--- src/rtl/proc_seq_pkg.sv ---
// Shared command/status codes, FSM state type and output decode helpers for proc_seq.
package proc_pkg;

  localparam logic [3:0] CMD_NOP    = 4'd0;
  localparam logic [3:0] CMD_START  = 4'd1;
  localparam logic [3:0] CMD_PAUSE  = 4'd2;
  localparam logic [3:0] CMD_RESUME = 4'd3;
  localparam logic [3:0] CMD_ABORT  = 4'd4;
  localparam logic [3:0] CMD_CLEAR  = 4'd5;

  localparam logic [3:0] ST_IDLE     = 4'd0;
  localparam logic [3:0] ST_RUN      = 4'd1;
  localparam logic [3:0] ST_PAUSED   = 4'd2;
  localparam logic [3:0] ST_DONE     = 4'd3;
  localparam logic [3:0] ST_ABORTED  = 4'd4;
  localparam logic [3:0] ST_ERROR    = 4'd5;
  localparam logic [3:0] ST_CLEARING = 4'd6;

  // StCommit is the acc_en cycle between a finished iteration and the next decision.
  typedef enum logic [3:0] {
    StIdle,
    StClear,
    StIssue,
    StWait,
    StPausePend,
    StCommit,
    StPaused,
    StDrain,
    StDone,
    StAborted,
    StError
  } state_e;

  function automatic logic [3:0] status_of(state_e s);
    logic [3:0] st;
    unique case (s)
      StIdle:                                   st = ST_IDLE;
      StClear:                                  st = ST_CLEARING;
      StIssue, StWait, StPausePend, StCommit,
      StDrain:                                  st = ST_RUN;
      StPaused:                                 st = ST_PAUSED;
      StDone:                                   st = ST_DONE;
      StAborted:                                st = ST_ABORTED;
      StError:                                  st = ST_ERROR;
      default:                                  st = ST_IDLE;
    endcase
    return st;
  endfunction

  function automatic logic busy_of(state_e s);
    return (s == StClear) || (s == StIssue) || (s == StWait) || (s == StPausePend) ||
           (s == StCommit) || (s == StDrain);
  endfunction

endpackage

--- src/rtl/proc_seq_cmd_edge.sv ---
// Host command edge detector: passes a command through only in the cycle it first differs.
module proc_seq_cmd_edge
  import proc_pkg::*;
(
  input  logic       clk,
  input  logic       nRESET,
  input  logic [3:0] cmd,
  output logic [3:0] cmd_act
);

  logic [3:0] cmd_prev_q;

  always_ff @(posedge clk or negedge nRESET) begin
    if (!nRESET) begin
      cmd_prev_q <= CMD_NOP;
    end else begin
      cmd_prev_q <= cmd;
    end
  end

  assign cmd_act = (cmd != cmd_prev_q) ? cmd : CMD_NOP;

endmodule

--- src/rtl/proc_seq.sv ---
// Run sequencer for the iterative accumulation datapath.
// Define PROC_WDOG_EN to add the per-iteration watchdog and the ERROR state.
module proc_seq
  import proc_pkg::*;
#(
  parameter int unsigned CLR_CYCLES  = 4,
  parameter int unsigned CNT_W       = 32,
  parameter int unsigned WDOG_CYCLES = 1024
) (
  input  logic             clk,
  input  logic             nRESET,
  input  logic [3:0]       cmd,
  input  logic [CNT_W-1:0] niter,
  input  logic             dp_ready,
  input  logic             dp_valid,
  output logic             dp_start,
  output logic             dp_clear,
  output logic             acc_en,
  output logic [CNT_W-1:0] iter_cnt,
  output logic [3:0]       status,
  output logic             busy
);

  localparam int unsigned ClrW = (CLR_CYCLES > 1) ? $clog2(CLR_CYCLES) : 1;
  localparam logic [ClrW-1:0] ClrLast = ClrW'(CLR_CYCLES - 1);

  if (CLR_CYCLES < 1 || WDOG_CYCLES < 2) begin : g_param_check
    $error("proc_seq: CLR_CYCLES must be >= 1 and WDOG_CYCLES >= 2");
  end

  logic [3:0] cmd_act;

  proc_seq_cmd_edge u_cmd_edge (
    .clk     (clk),
    .nRESET  (nRESET),
    .cmd     (cmd),
    .cmd_act (cmd_act)
  );

  state_e           state_q, state_d;
  logic [CNT_W-1:0] niter_lat_q, niter_lat_d;
  logic [CNT_W-1:0] iter_cnt_q, iter_cnt_d;
  logic [ClrW-1:0]  clr_cnt_q, clr_cnt_d;
  logic             run_req_q, run_req_d;
  logic             post_pause_q, post_pause_d;
  logic             post_abort_q, post_abort_d;
  logic             start_d, acc_d;
  logic             dp_start_q, dp_clear_q, acc_en_q, busy_q;
  logic [3:0]       status_q;

`ifdef PROC_WDOG_EN
  localparam int unsigned WdogW = $clog2(WDOG_CYCLES);
  localparam logic [WdogW-1:0] WdogLast = WdogW'(WDOG_CYCLES - 1);
  logic [WdogW-1:0] wdog_q, wdog_d;
`endif

  always_comb begin
    state_d      = state_q;
    niter_lat_d  = niter_lat_q;
    iter_cnt_d   = iter_cnt_q;
    clr_cnt_d    = clr_cnt_q;
    run_req_d    = run_req_q;
    post_pause_d = post_pause_q;
    post_abort_d = post_abort_q;
    start_d      = 1'b0;
    acc_d        = 1'b0;

    unique case (state_q)
      StIdle, StDone, StAborted, StError: begin
        if (cmd_act == CMD_START) begin
          niter_lat_d = niter;
          iter_cnt_d  = '0;
          run_req_d   = 1'b1;
          clr_cnt_d   = '0;
          state_d     = StClear;
        end else if (cmd_act == CMD_CLEAR) begin
          run_req_d = 1'b0;
          clr_cnt_d = '0;
          state_d   = StClear;
        end
      end

      StClear: begin
        if (clr_cnt_q == ClrLast) begin
          if (!run_req_q) begin
            state_d = StIdle;
          end else if (niter_lat_q == '0) begin
            state_d = StDone;
          end else begin
            state_d = StIssue;
          end
        end else begin
          clr_cnt_d = clr_cnt_q + ClrW'(1);
        end
      end

      // Nothing is in flight yet, so host commands win over launching.
      StIssue: begin
        if (cmd_act == CMD_ABORT) begin
          state_d = StAborted;
        end else if (cmd_act == CMD_PAUSE) begin
          state_d = StPaused;
        end else if (dp_ready) begin
          start_d = 1'b1;
          state_d = StWait;
        end
      end

      // A result arriving with a PAUSE/ABORT edge is committed first; the command is
      // remembered and applied in StCommit.
      StWait, StPausePend: begin
        if (dp_valid) begin
          acc_d = 1'b1;
          if (iter_cnt_q < niter_lat_q) begin
            iter_cnt_d = iter_cnt_q + CNT_W'(1);
          end
          post_pause_d = (state_q == StPausePend) || (cmd_act == CMD_PAUSE);
          post_abort_d = (cmd_act == CMD_ABORT);
          state_d      = StCommit;
        end else if (cmd_act == CMD_ABORT) begin
          state_d = StDrain;
        end else if (cmd_act == CMD_PAUSE) begin
          state_d = StPausePend;
        end
      end

      StCommit: begin
        if (post_abort_q || (cmd_act == CMD_ABORT)) begin
          state_d = StAborted;
        end else if (iter_cnt_q == niter_lat_q) begin
          state_d = StDone;
        end else if (post_pause_q || (cmd_act == CMD_PAUSE)) begin
          state_d = StPaused;
        end else begin
          state_d = StIssue;
        end
      end

      StPaused: begin
        if (cmd_act == CMD_RESUME) begin
          state_d = StIssue;
        end else if (cmd_act == CMD_ABORT) begin
          state_d = StAborted;
        end
      end

      StDrain: begin
        if (dp_valid) begin
          state_d = StAborted;
        end
      end

      default: state_d = StIdle;
    endcase

`ifdef PROC_WDOG_EN
    // One timeout window per iteration; it survives WAIT -> PAUSE_PEND/DRAIN.
    wdog_d = '0;
    if (((state_q == StWait) || (state_q == StPausePend) || (state_q == StDrain)) &&
        !dp_valid) begin
      if (wdog_q == WdogLast) begin
        state_d = StError;
      end else begin
        wdog_d = wdog_q + WdogW'(1);
      end
    end
`endif
  end

  always_ff @(posedge clk or negedge nRESET) begin
    if (!nRESET) begin
      state_q      <= StIdle;
      niter_lat_q  <= '0;
      iter_cnt_q   <= '0;
      clr_cnt_q    <= '0;
      run_req_q    <= 1'b0;
      post_pause_q <= 1'b0;
      post_abort_q <= 1'b0;
      dp_start_q   <= 1'b0;
      dp_clear_q   <= 1'b0;
      acc_en_q     <= 1'b0;
      status_q     <= ST_IDLE;
      busy_q       <= 1'b0;
`ifdef PROC_WDOG_EN
      wdog_q       <= '0;
`endif
    end else begin
      state_q      <= state_d;
      niter_lat_q  <= niter_lat_d;
      iter_cnt_q   <= iter_cnt_d;
      clr_cnt_q    <= clr_cnt_d;
      run_req_q    <= run_req_d;
      post_pause_q <= post_pause_d;
      post_abort_q <= post_abort_d;
      dp_start_q   <= start_d;
      dp_clear_q   <= (state_d == StClear);
      acc_en_q     <= acc_d;
      status_q     <= status_of(state_d);
      busy_q       <= busy_of(state_d);
`ifdef PROC_WDOG_EN
      wdog_q       <= wdog_d;
`endif
    end
  end

  assign dp_start = dp_start_q;
  assign dp_clear = dp_clear_q;
  assign acc_en   = acc_en_q;
  assign iter_cnt = iter_cnt_q;
  assign status   = status_q;
  assign busy     = busy_q;

endmodule

--- config.mk ---
export PLATFORM = sky130hd
export DESIGN_NAME = proc_seq
export DESIGN_NICKNAME = d
export VERILOG_FILES = /design/src/rtl/proc_seq_pkg.sv /design/src/rtl/proc_seq_cmd_edge.sv /design/src/rtl/proc_seq.sv
export SDC_FILE = /design/constraint.sdc
export NUM_CORES = 1
export LEC_CHECK = 0
export ABC_AREA = 1
export BUFFER_PORTS_ARGS = -buffer_cell sky130_fd_sc_hd__buf_2
export CAP_MARGIN = 20
export CORE_MARGIN = 1
export CORE_UTILIZATION = 45
export CTS_CLUSTER_SIZE = 10
export DETAILED_ROUTE_END_ITERATION = 6
export GPL_TIMING_DRIVEN = 0
export SLEW_MARGIN = 20
export SYNTH_ARGS = -nofsm -noshare
export SYNTH_HDL_FRONTEND = slang
export SYNTH_SLANG_ARGS = --single-unit
--- constraint.sdc ---
create_clock -name clk -period 3.1 [get_ports clk]
set_input_delay 0.31 -clock clk [delete_from_list [all_inputs] [get_ports clk]]
set_output_delay 0.31 -clock clk [all_outputs]
set_load 0.05 [all_outputs]
==> results.toml <==
[run_status]
outcome = "completed"

[run]
cap_violations = 0

[logic_synthesis]
synthSimpleGateAreaFrac_pct = 33.8
synthCells = 791
synth_cell_types = 40
syn_area_sq_mm = 0.00587
synth-xor-area-share_pct = 4.18
syn-num-nets = 870
avgSynthCellArea_sq_um = 7.42
ys_seq_area_share_pct = 35.8
synth_fa_ha_area_share_pct = 8.31
synth_compound_area_share_pct = 8.40
muxShareOfSynthArea_pct = 0.256
synth_warnings = 0
ys_ff_latch = 84
synth_top_family_by_area = "simple AND/OR/NAND/NOR gates"

[floorplan]
die_h_um = 116
fp.dieW_um = 116
initial_utilization_pct = 46.3
design.core.area_sq_mm = 0.0127
rows = 41
pin_count = 80
fp.dieArea_sq_mm = 0.0135

[setup_path]
crit_arrival_ns = 3.13
start_kind = "flop"
max_stage_delay_ns = 0.52
path_cells = "buf_4 -> inv_1 -> nand2_1 -> nor4_1 -> o21ai_0 -> and3_1 -> nand3_2 -> inv_1 -> ha_1 -> or2_2 -> or2_2 -> nand2_1 -> nand2_1"
worst_path_most_repeated_cell = "nand2_1"
r2r_start = "state_q[1]"
crit_type = "reg2reg"
r2r_end = "busy"
reg2reg_slack_ns = 0.21
worst_ep_required_time_ns = 3.34
cp_max_fo = 8
end_kind = "flop"
rr_worst_depth = 13
slowest_stage = "nor4_1"

[pwr]
seqPwrFrac_pct = 32.2
vdd.ir_drop.worst_v = 0.000438
swShare_pct = 38.7
pwr-share-comb_pct = 40.1
design_power_total_mw = 4.77
pwr-share-clk_pct = 27.8
leakage_nw = 3.59
p_per_area_mw_per_mm2 = 693
p_int_mw = 2.92
p_sw_mw = 1.85

[sta]
rsz0062_at_grt = "no"
finalHoldViolCount = 0
setup_violations = 0
finClkSkew_ns = 0.0101
layout_min_cycle_time_ns = 2.89
hold_ws_ns = 0.114
slew_headroom_pct = 56.3
fmax_mhz = 346
finalCritPeriodShare_pct = 93.2
layout_setup_ws_ns = 0.209
worst_pin_slew_ns = 0.650
finalMaxSlewViolations = 0

[routing]
drc = 0
ant_nets = 0
viasPerCell = 5.03
drt_iter0_drc = 293
wire_per_inst_um = 15.1
drt_pre_antenna_iters = 4
drt_wl_total_um = 16000
vias = 5323

[finish]
num-nets-final = 961
most-common-layout-cells = "nand2_1 (206), nor2_1 (112), inv_1 (91), dfrtp_1 (84), buf_2 (77)"
design_area_sq_mm = 0.00689
post-route-util_pct = 54.3
synthToLayoutAreaGrowth_pct = 17.3
drive_gt1_share_pct = 20.1
insertedDiodeCount = 0
final_common_cell = "nand2_1"

[worst_hold_path]
whs_endpoint = "u_cmd_edge.cmd_prev_q[1]"
hp-class = "in2reg"
whs_path_depth = 1
min_from = "cmd[1]"

[placement]
gp_congestion = 0.938
place_area_sq_mm = 0.00650
dp_slack_ns = -0.0209
port_buffers = 78
dp_hpwl_um = 12900

[cts]
cts.sinks = 84
cts_max_path_buffers = 2
clkTransAtPathRegs_ns = 0.06
numCtsBuffers = 9
htree_levels = 3
cts-root-buf = "clkbuf_16"
cts_tree = "built"
clock_latency_ns = 0.35

[grt]
track_usage_pct = 25.4
grt_pass1_wl_um = 25900
antenna_found_initial = 0
grt_max_degree = 44
grt_pass1_vias = 5332
gr-total-overflow = 0
[how the worst max path moves through the flow]
stage                             from   end  slack [ns]  cells after the start
after floorplan            iter_cnt[0]  busy        0.37                     17
after global placement    iter_cnt[29]  busy        0.03                     15
after detailed placement  iter_cnt[29]  busy       -0.02                     15
after CTS                 iter_cnt[29]  busy        0.04                     15
after global routing      iter_cnt[29]  busy        0.02                     15
final                       state_q[1]  busy        0.21                     13
[repair_timing]
action	CTS	global route
cloned	0	0
hold buffers	1	0
setup buffers	0	0
resized for setup	1	2
endpoints found under the setup margin	1	1
endpoints found under the hold margin	41	0
[state kept, by name (all words and copies together) (netlist names)]
register	cells
clr_cnt_q	2
run_req_q	1
post_abort_q	1
post_pause_q	1
busy	1
u_cmd_edge.cmd_prev_q	4
dp_clear	1
iter_cnt	32
niter_lat_q	32
state_q	4
dp_start	1
status	3
acc_en	1
[cells in the mapped netlist]
library cell,n,area [sq um]
nor3_4,1,16.3
nor3_1,25,125
a31oi_1,1,6.26
o21a_1,1,7.51
xor2_1,20,175
nand3_1,62,310
nand4_1,6,37.5
inv_2,3,11.3
mux2_4,1,15.0
inv_1,91,342
nor2_1,114,428
nand3_4,1,17.5
buf_6,9,101
or2_2,2,12.5
xnor2_1,8,70.1
dfrtp_1,84,2100
and3_1,1,6.26
clkbuf_1,6,22.5
nand2_1,206,773
o21ai_0,11,55.1
buf_12,1,20.0
buf_4,6,45.0
a21oi_1,24,120
nor2_2,12,75.1
conb_1,1,3.75
a21o_1,1,7.51
o211ai_1,1,7.51
o21ai_2,1,8.76
nor3b_1,1,7.51
nand2_2,2,12.5
or2_1,1,6.26
nor4_1,2,12.5
nand2_4,6,67.6
or2_0,1,6.26
nand3_2,3,30.0
ha_1,39,488
nor2_4,1,11.3
nand3b_1,2,15.0
a21oi_2,32,280
nand4_2,1,12.5
[power groups by stage]
| stage | clock network [mW] | registers, mW | logic [mW] |
|---|---|---|---|
| 3_5_place_dp | 0 | 1.55 | 1.92 |
| 4_1_cts | 1.35 | 1.54 | 1.93 |
| 5_1_grt | 1.40 | 1.57 | 2.17 |
| 6_report | 1.32 | 1.54 | 1.91 |
| 2_1_floorplan | 0 | 1.66 | 1.30 |
| 3_3_place_gp | 0 | 1.54 | 1.86 |
[worst max-delay path: cells and delay by family, from the launching register on]
kind	cells	cell delay, ns
buffers and inverters	3	0.34
DFF	1	0.36
and+or+nand+nor	8	1.67
adders and majority gates	1	0.19
AOI/OAI and AO/OA	1	0.22
[kinds of logic (layout without fill, tap and decap cells)]
| family | after synthesis | after routing |
|---|---|---|
| other cells | 1 | 1 |
| simple gates | 450 | 450 |
| fa+ha+maj | 39 | 39 |
| xor+xnor | 28 | 28 |
| compound gates | 72 | 72 |
| mux | 1 | 1 |
| buf+inv | 116 | 212 |
| flops | 84 | 84 |
[routing by layer]
metal  GRT usage, %  wire length, um  part of all wire, %
met2           46.0             8090                   50
met1           29.7             6940                   43
met4           12.2              531                  3.3
met5              0                0                    0
met3           3.06              467                  2.9
[layout make-up]
| class | count | area [sq um] |
|---|---|---|
| buffer | 22 | 189 |
| inverter | 94 | 353 |
| clock inverter | 4 | 120 |
| sequential | 84 | 2100 |
| clock buffer | 12 | 246 |
| fill | 1263 | 5780 |
| timing repair buffer | 80 | 423 |
| tap | 172 | 215 |
| multi-input combinational | 591 | 3240 |
[per-stage QoR]
step	std cells	setup TNS, ns
3_5_place_dp	1042	-0.0209
6_report	1059	0
4_1_cts	1059	0
3_3_place_gp	1041	0
5_1_grt	1059	0
2_1_floorplan	791	0
(Power assumes the default switching activity.)
